### config.mk
export PLATFORM = sky130hd
export DESIGN_NAME = ldst_initiator
export DESIGN_NICKNAME = d
export VERILOG_FILES = /design/src/rtl/ldst_initiator.sv
export SDC_FILE = /design/constraint.sdc
export NUM_CORES = 1
export LEC_CHECK = 0
export ABC_CLOCK_PERIOD_IN_PS = 7250
export BUFFER_PORTS_ARGS = -buffer_cell sky130_fd_sc_hd__buf_2
export CAP_MARGIN = 40
export CELL_PAD_IN_SITES_DETAIL_PLACEMENT = 1
export CELL_PAD_IN_SITES_GLOBAL_PLACEMENT = 1
export CORE_ASPECT_RATIO = 2
export CORE_UTILIZATION = 43
export CTS_CLUSTER_DIAMETER = 200
export DETAILED_ROUTE_END_ITERATION = 8
export GPL_TIMING_DRIVEN = 0
export PLACE_DENSITY_LB_ADDON = 0.1
export SLEW_MARGIN = 20
export SYNTH_ARGS = -nofsm -noshare
export SYNTH_HDL_FRONTEND = slang
export SYNTH_SLANG_ARGS = --single-unit
### constraint.sdc
create_clock -name clock -period 7.25 [get_ports clock]
set_input_delay 1.45 -clock clock [delete_from_list [all_inputs] [get_ports clock]]
set_output_delay 1.45 -clock clock [all_outputs]
set_load 0.03 [all_outputs]
### src/rtl/ldst_initiator.sv
// Lane load/store initiator: accepts a strided access command, requests the DMem
// load or store port, streams beats (stores from a local data FIFO) and pulses O_Done.
module ldst_initiator #(
    parameter int FIFO_DEPTH = 4,
    parameter int ADDR_W     = 32,
    parameter int DATA_W     = 32
) (
    input  logic              clock,
    input  logic              reset,
    input  logic              I_Cmd_Valid,
    input  logic              I_Cmd_Ld,
    input  logic [ADDR_W-1:0] I_Cmd_Length,
    input  logic [ADDR_W-1:0] I_Cmd_Stride,
    input  logic [ADDR_W-1:0] I_Cmd_Base,
    output logic              O_Cmd_Ready,
    input  logic              I_Wr_Valid,
    input  logic [DATA_W-1:0] I_Wr_Data,
    output logic              O_Wr_Ready,
    output logic              O_Rd_Valid,
    output logic [DATA_W-1:0] O_Rd_Data,
    output logic              O_Done,
    output logic              O_St_Req,
    output logic              O_Ld_Req,
    output logic [ADDR_W-1:0] O_Length,
    output logic [ADDR_W-1:0] O_Stride,
    output logic [ADDR_W-1:0] O_Base_Addr,
    input  logic              I_St_Grant,
    input  logic              I_Ld_Grant,
    input  logic              I_St_Ready,
    input  logic              I_Ld_Ready,
    output logic              O_St_Valid,
    output logic              O_Ld_Valid,
    output logic [DATA_W-1:0] O_St_Data,
    input  logic [DATA_W-1:0] I_Ld_Data
);

    localparam int PW = (FIFO_DEPTH > 1) ? $clog2(FIFO_DEPTH) : 1;
    localparam int CW = PW + 1;
    localparam logic [ADDR_W-1:0] ONE_A = 1;
    localparam logic [CW-1:0]     DEPTH_C = CW'(FIFO_DEPTH);

    typedef enum logic [2:0] {S_IDLE, S_REQ, S_XFER, S_DRAIN, S_DONE} state_t;

    state_t            state_q, state_d;
    logic [ADDR_W-1:0] cnt_q, cnt_d;
    logic              ld_q;
    logic [ADDR_W-1:0] len_q, stride_q, base_q;
    logic              rd_vld_q;

    logic [DATA_W-1:0] mem_q [FIFO_DEPTH];
    logic [PW-1:0]     wr_ptr_q, rd_ptr_q;
    logic [CW-1:0]     occ_q;

    logic fifo_full, fifo_empty, push, pop;
    logic st_fire, ld_fire, beat, last_beat, active;

    assign fifo_full  = (occ_q == DEPTH_C);
    assign fifo_empty = (occ_q == '0);
    assign push       = I_Wr_Valid & ~fifo_full;
    assign pop        = st_fire;

    assign st_fire   = (state_q == S_XFER) & ~ld_q & I_St_Grant & I_St_Ready & ~fifo_empty;
    assign ld_fire   = (state_q == S_XFER) &  ld_q & I_Ld_Grant & I_Ld_Ready;
    assign beat      = st_fire | ld_fire;
    assign last_beat = beat & (cnt_q == len_q - ONE_A);
    assign active    = (state_q == S_REQ) | (state_q == S_XFER);

    always_comb begin
        state_d = state_q;
        cnt_d   = cnt_q;
        unique case (state_q)
            S_IDLE: begin
                if (I_Cmd_Valid) begin
                    cnt_d   = '0;
                    state_d = (I_Cmd_Length == '0) ? S_DONE : S_REQ;
                end
            end
            S_REQ: begin
                if (ld_q ? I_Ld_Grant : I_St_Grant) state_d = S_XFER;
            end
            S_XFER: begin
                if (beat) cnt_d = cnt_q + ONE_A;
                // Loads spend one extra cycle so the final return lands before O_Done.
                if (last_beat) state_d = ld_q ? S_DRAIN : S_DONE;
            end
            S_DRAIN: state_d = S_DONE;
            S_DONE:  state_d = S_IDLE;
            default: state_d = S_IDLE;
        endcase
    end

    always_ff @(posedge clock) begin
        if (reset) begin
            state_q  <= S_IDLE;
            cnt_q    <= '0;
            ld_q     <= 1'b0;
            len_q    <= '0;
            stride_q <= '0;
            base_q   <= '0;
            rd_vld_q <= 1'b0;
        end else begin
            state_q  <= state_d;
            cnt_q    <= cnt_d;
            rd_vld_q <= ld_fire;
            if (state_q == S_IDLE && I_Cmd_Valid) begin
                ld_q     <= I_Cmd_Ld;
                len_q    <= I_Cmd_Length;
                stride_q <= I_Cmd_Stride;
                base_q   <= I_Cmd_Base;
            end
        end
    end

    // Store-data FIFO; storage needs no reset since occupancy gates every read.
    always_ff @(posedge clock) begin
        if (push) mem_q[wr_ptr_q] <= I_Wr_Data;
    end

    always_ff @(posedge clock) begin
        if (reset) begin
            wr_ptr_q <= '0;
            rd_ptr_q <= '0;
            occ_q    <= '0;
        end else begin
            if (push) wr_ptr_q <= wr_ptr_q + 1'b1;
            if (pop)  rd_ptr_q <= rd_ptr_q + 1'b1;
            unique case ({push, pop})
                2'b10:   occ_q <= occ_q + 1'b1;
                2'b01:   occ_q <= occ_q - 1'b1;
                default: occ_q <= occ_q;
            endcase
        end
    end

    assign O_Cmd_Ready = (state_q == S_IDLE);
    assign O_Wr_Ready  = ~fifo_full;
    assign O_Done      = (state_q == S_DONE);
    assign O_St_Req    = active & ~ld_q;
    assign O_Ld_Req    = active &  ld_q;
    assign O_Length    = active ? len_q    : '0;
    assign O_Stride    = active ? stride_q : '0;
    assign O_Base_Addr = active ? base_q   : '0;
    assign O_St_Valid  = st_fire;
    assign O_Ld_Valid  = ld_fire;
    assign O_St_Data   = st_fire ? mem_q[rd_ptr_q] : '0;
    // DMem presents load data one cycle after the beat; pass it straight through.
    assign O_Rd_Valid  = rd_vld_q;
    assign O_Rd_Data   = rd_vld_q ? I_Ld_Data : '0;

endmodule

* Word level (Yosys, flattened, before mapping)
Memory sizes are Yosys's and may differ from the RTL's. A register that Yosys moved wholly into a read port is not among the register bits.
Cells that the tools add are included.
** Storage, ports and cells
- Register bits after elaboration :: 140
- Latch bits :: 0
- Bits in writable memories :: 128
- Memory bits (read-only) :: 0
- Input port bits :: 169
- Output and inout port bits :: 168
- Word-level logic and storage cells :: 73
- Memories kept :: 1
** Memory list
- mem_q :: words 4, bits a word 32, read ports 1, clocked after Yosys merged registers in 1, wr ports 1, RTL line 50 : logic [DATA_W-1:0] mem_q [FIFO_DEPTH];
** Operators by class
- $add $sub $neg :: 6
- Multiply operators :: 0
- Divide/modulo/power cells :: 0
- Order comparisons :: 0
- Equality and inequality tests :: 12
- Shifts and indexed selects :: 0
- Muxes and demuxes :: 20
- Bitwise operators :: 16
- Reduce and logical (&&, ||, !) cells :: 8
** Operators by type and width (number)
- $mux W32 :: 7
- $pmux W32 S2 :: 1
- $add A32 B1 Y32 const B :: 1
- $eq A32 B32 Y1 :: 1
- $logic_not A32 Y1 :: 1
- $sub A32 B1 Y32 const B :: 1
- $mux W3 :: 5
- $pmux W3 S4 :: 1
- $and A1 B1 Y1 :: 11
- $eq A3 B2 Y1 const B :: 2
- $eq A3 B3 Y1 const B :: 2
- $logic_not A3 Y1 :: 2
- $ne A2 B2 Y1 const B :: 3
- $pmux W3 S2 :: 1
- $reduce_and A3 Y1 :: 2
- $add A2 B1 Y2 const B :: 2
- $mux W2 :: 2
- $reduce_bool A2 Y1 :: 2
- $add A3 B1 Y3 const B :: 1
- $eq A3 B1 Y1 const B :: 1
- $mux W1 :: 3
- $not A1 Y1 :: 3
- $sub A3 B1 Y3 const B :: 1
- $eq A2 B1 Y1 const B :: 1
- other kinds (4) :: 5

* Depth between registers and ports, before layout
- Depth in word-level cells :: 9
- Depth in mapped cells :: 12
- Gate-level depth less buffers :: 10

* Worst setup path after synthesis
OpenSTA, ideal clock, no wires.
- Path type :: in2out
- Start :: in I_St_Ready
- End :: out O_St_Data[10]
- Arrival time :: 2.655 ns
- Data required time :: 5.800 ns
- Setup slack :: 3.145 ns
- Cell stages on the path :: 5
- Path buffers :: 2
- Path through :: nand3b_1 > or3_1 > clkbuf_1 > clkbuf_1 > nor2b_1
** On the way
- Longest elaborated chain between the ends :: 3
** RTL lines
- from (decl) :: RTL line 29 : input logic I_St_Ready,
- $and A1 B1 Y1 (2 in series) :: RTL line 62 : assign st_fire = (state_q == S_XFER) & ~ld_q & I_St_Grant & I_St_Ready & ~fifo_empty;
- $mux W32 :: RTL line 145 : assign O_St_Data = st_fire ? mem_q[rd_ptr_q] : '0;
- to (decl) :: RTL line 33 : output logic [DATA_W-1:0] O_St_Data,
Every way passes these cells.

* Final worst setup path
- Start :: reg state_q[0]
- End :: out O_Base_Addr[12]
** On the way
- Longest elaborated chain between the ends :: 3
- Elaborated cells on any way between the ends :: 4
- Classes of those cells :: eq/ne: 2; mux: 1; bitwise: 1
** RTL lines
- from (decl) :: RTL line 44 : state_t state_q, state_d;
- from (signal assigned) :: RTL line 102 : state_q <= state_d;
- $eq A3 B1 Y1 or $eq A3 B2 Y1 (tied branches) :: RTL line 66 : assign active = (state_q == S_REQ) | (state_q == S_XFER);
- $or A1 B1 Y1 * :: RTL line 66
- $mux W32 * :: RTL line 142 : assign O_Base_Addr = active ? base_q : '0;
- to (decl) :: RTL line 26 : output logic [ADDR_W-1:0] O_Base_Addr,
Mark *: on every way between the ends. The rest lies on a longest branch, timed or not.

==> metrics <==
Post-Route Setup TNS 0 ns; Max Slew Vio Count 0; fin crit period 4.77 ns; result of the run completed; Antenna Nets Post-Route 0; Routed WL per cell 20.8 um; Clk pin slew, worst setup/hold paths 0.07 ns; half-perimeter wire length after placement 31,900 um; endpoint of the most critical register-to-register path state_q[2]$_SDFFE_PP0P_; critical path data required time 5.80 ns; number of clock sinks seen by CTS 270; chip height 242 um; floorplan core area 28,300 um^2; placed insts 1,906; Worst R2R Start len_q[0]$_SDFFE_PP0P_; final core utilization 54.9%; Critical Path Sink Type primary output; number of global-route vias before repair 11,100; Die Outline Area 29,600 um^2; Peak Freq 209 MHz; number of violations reported at the end of detailed-routing iteration 0 365; maximum root-to-sink buffer count 3; hold violation count in the final report 0; TritonCTS clock tree yes; Register-to-Register Setup Slack 3.88 ns; worst min-delay path category reg -> reg; sequential share of the synthesized area 53.8%; GR Util met1 29.1%; data arrival time at the worst-slack endpoint 3.32 ns; sequential cell area in the final layout 6690 um^2; worst slack on hold paths 0.451 ns; Via-to-Cell Ratio 5.30; Post-CTS Setup Inserts 0; Pwr Density 298 nW/um^2; max-capacitance violation count 0; number of top-level design ports 337; Filler Cells Inserted 3,342; share of flip-flops with an asynchronous set or reset 0%; Top Usage Layer GRT met2; global-route track usage on met3 7.34%; clk root buf clkbuf_16; die width 122 um; Max H-tree Level 1; number of hold-repair buffers added at the cts stage 0; initial core utilization 43.9%; number of enable flip-flop cells after synthesis 128; row count 87; Min-Delay Startpoint stride_q[30]$_SDFFE_PP0P_; met2 global-route usage 53.2%; synth-to-layout area growth 25.0%; worst hold path cell count 2; multi-input logic area 5310 um^2; share of the clock period used by the worst path after layout 65.9%; end point of the worst hold path stride_q[30]$_SDFFE_PP0P_; share of layout cells above drive strength 1 28.6%; worst-path maximum fanout 10; most common cell after layout, fill and taps aside buf_2; maximum VDD drop 0.000274 V; post-cts sizing count 0; via total after detailed routing 10,300; insertion delay of the later-clocked pin in the worst-skew pair 0.55 ns; drc violations 0; number of nets in the synthesized netlist 1,384; WL final 40,600 um; worst r2r path cells 9; slew at the pin closest to its max-slew limit 0.699 ns; Leakage 0.00639 uW; antenna violations before repair 7; combined global-route utilization of all metal layers 27.9%; wire length of the first global-routing pass 62,900 um; critical path startpoint category register; average cell area after synthesis 10.3 um^2; Most used DFF post-synth dfxtp_1; count of buffers from port buffering 336; Cell variety after synth 67; pin count of the biggest net entering global routing 27; slew margin rel. 53.4%; Setup Viol. Count Final 0; RSZ-0062 raised after global routing false; total number of nets in the final design 1,754; Cell Count, Final, Fillers Out 1,951; residual overflow from global routing 0; Routability Congestion 0.846; commonest non-fill, non-tap cells in the layout 342 x buf_2, 223 x nand2_1, 142 x dfxtp_1, 132 x and2_1, 128 x edfxtp_1; Ys Warns 0; Worst Setup Path Type reg -> out; Mapped Cells 1,207; clock buffer count from CTS 25; Synth Cell Area 12,400 um^2; clock tree skew after final layout 0.00848 ns; antenna fix cells 0; DR pass1 iterations 5; number of synthesized register bits 270
## cell usage after synthesis (2+ instances only)
cell         n  share of area (%)
nor2b_1     37                1.9
or4_1        2               0.12
nor4_1      17               0.86
a31oi_1      4               0.20
o41ai_1      2               0.14
nor3b_1      3               0.18
nor4_2       2               0.20
or3_1       11               0.55
nand4_2      2               0.20
or3_2        2               0.12
and3_1      11               0.55
nand2b_1     2               0.10
a22oi_1      2               0.12
mux4_2      32                5.8
buf_1        3              0.091
inv_1       18               0.54
nand3b_1     3               0.18
nand4_1     12               0.60
xor2_1      36                2.5
and4_1       6               0.42
buf_4        3               0.18
a2111oi_2    2               0.24
dfxtp_1    142                 23
edfxtp_1   128                 31
or2_2        2               0.10
nand3_1     15               0.60
o21ai_0     14               0.56
and2_1     132                6.6
a211o_1      2               0.14
buf_6        5               0.45
or4_4        2               0.18
buf_2        6               0.24
nor3_1      21               0.85
nor2_1      57                1.7
a21oi_1    112                4.5
clkbuf_1    63                1.9
xnor2_1     33                2.3
mux2i_1      4               0.32
ha_1         7               0.71
nand2_1    223                6.7
## worst max-delay path, cell delays in order (launching register included)
cell	delay (ns)
dfxtp_1	0.31
clkbuf_1	0.34
xnor2_1	0.20
nor2_1	0.51
clkbuf_1	0.47
clkbuf_1	0.51
and2_1	0.20
buf_2	0.23
## through the flow
stage | setup WS, ns | cell area (um^2) | power [uW]
final | 2.48 | 15500 | 4620
after floorplan | 3.14 | 12400 | 2780
after global placement | 2.83 | 14500 | 3210
after CTS | 2.39 | 15500 | 4680
after global routing | 2.25 | 15500 | 4860
after detailed placement | 2.76 | 14700 | 3260
## flip-flops by register name, indices dropped and copies added, names as in the netlist, named ones only
name and count:
ld_q 1, len_q 32, cnt_q 32, mem_q 128
stride_q 32, occ_q 3, state_q 3, wr_ptr_q 2
base_q 32, rd_ptr_q 2, O_Rd_Valid 1
## cell type report
class	instances	share of cell area, %
Inverter	18	0.435
Clock buffer	27	4.14
Buffer	80	2.30
Clock inverter	18	1.40
Multi-Input combinational cell	839	34.2
Sequential cell	270	43.1
Timing Repair Buffer	343	11.6
Tap cell	356	2.87
## routing by layer
| layer | vias up | routed length, um |
|---|---|---|
| met3 | 70 | 2940 |
| met1 | 5043 | 14300 |
| met5 | - | 74 |
| li1 | 4896 | - |
| met2 | 309 | 22400 |
| met4 | 14 | 891 |
## power by group
part	internal (uW)	switching, uW	total (uW)
logic	458	914	1370
registers	1740	98.4	1840
clock network	819	591	1410
total	3020	1600	4620
## worst max path at each step
stage	from	endpoint	slack (ns)	cells after the start
finish	state_q[0]$_SDFFE_PP0P_	O_Base_Addr[12]	2.48	7
global placement	I_St_Grant	O_St_Data[5]	2.83	7
global route	state_q[0]$_SDFFE_PP0P_	O_Base_Addr[16]	2.25	7
CTS	state_q[0]$_SDFFE_PP0P_	O_Base_Addr[12]	2.39	7
floorplan	I_St_Ready	O_St_Data[10]	3.14	5
detailed placement	I_St_Grant	O_St_Data[5]	2.76	7
## cell families after synthesis
logic type	count (synthesis)	synth area share, %
xor gates and xnor gates	69	4.87
AOI/OAI and AO/OA	152	7.03
adders and majority gates	8	0.866
muxes	36	6.13
DFF	270	53.8
and+or+nand+nor	574	23.9
buffers and inverters	98	3.42
Note: power is estimated with default switching activity, not from simulation.
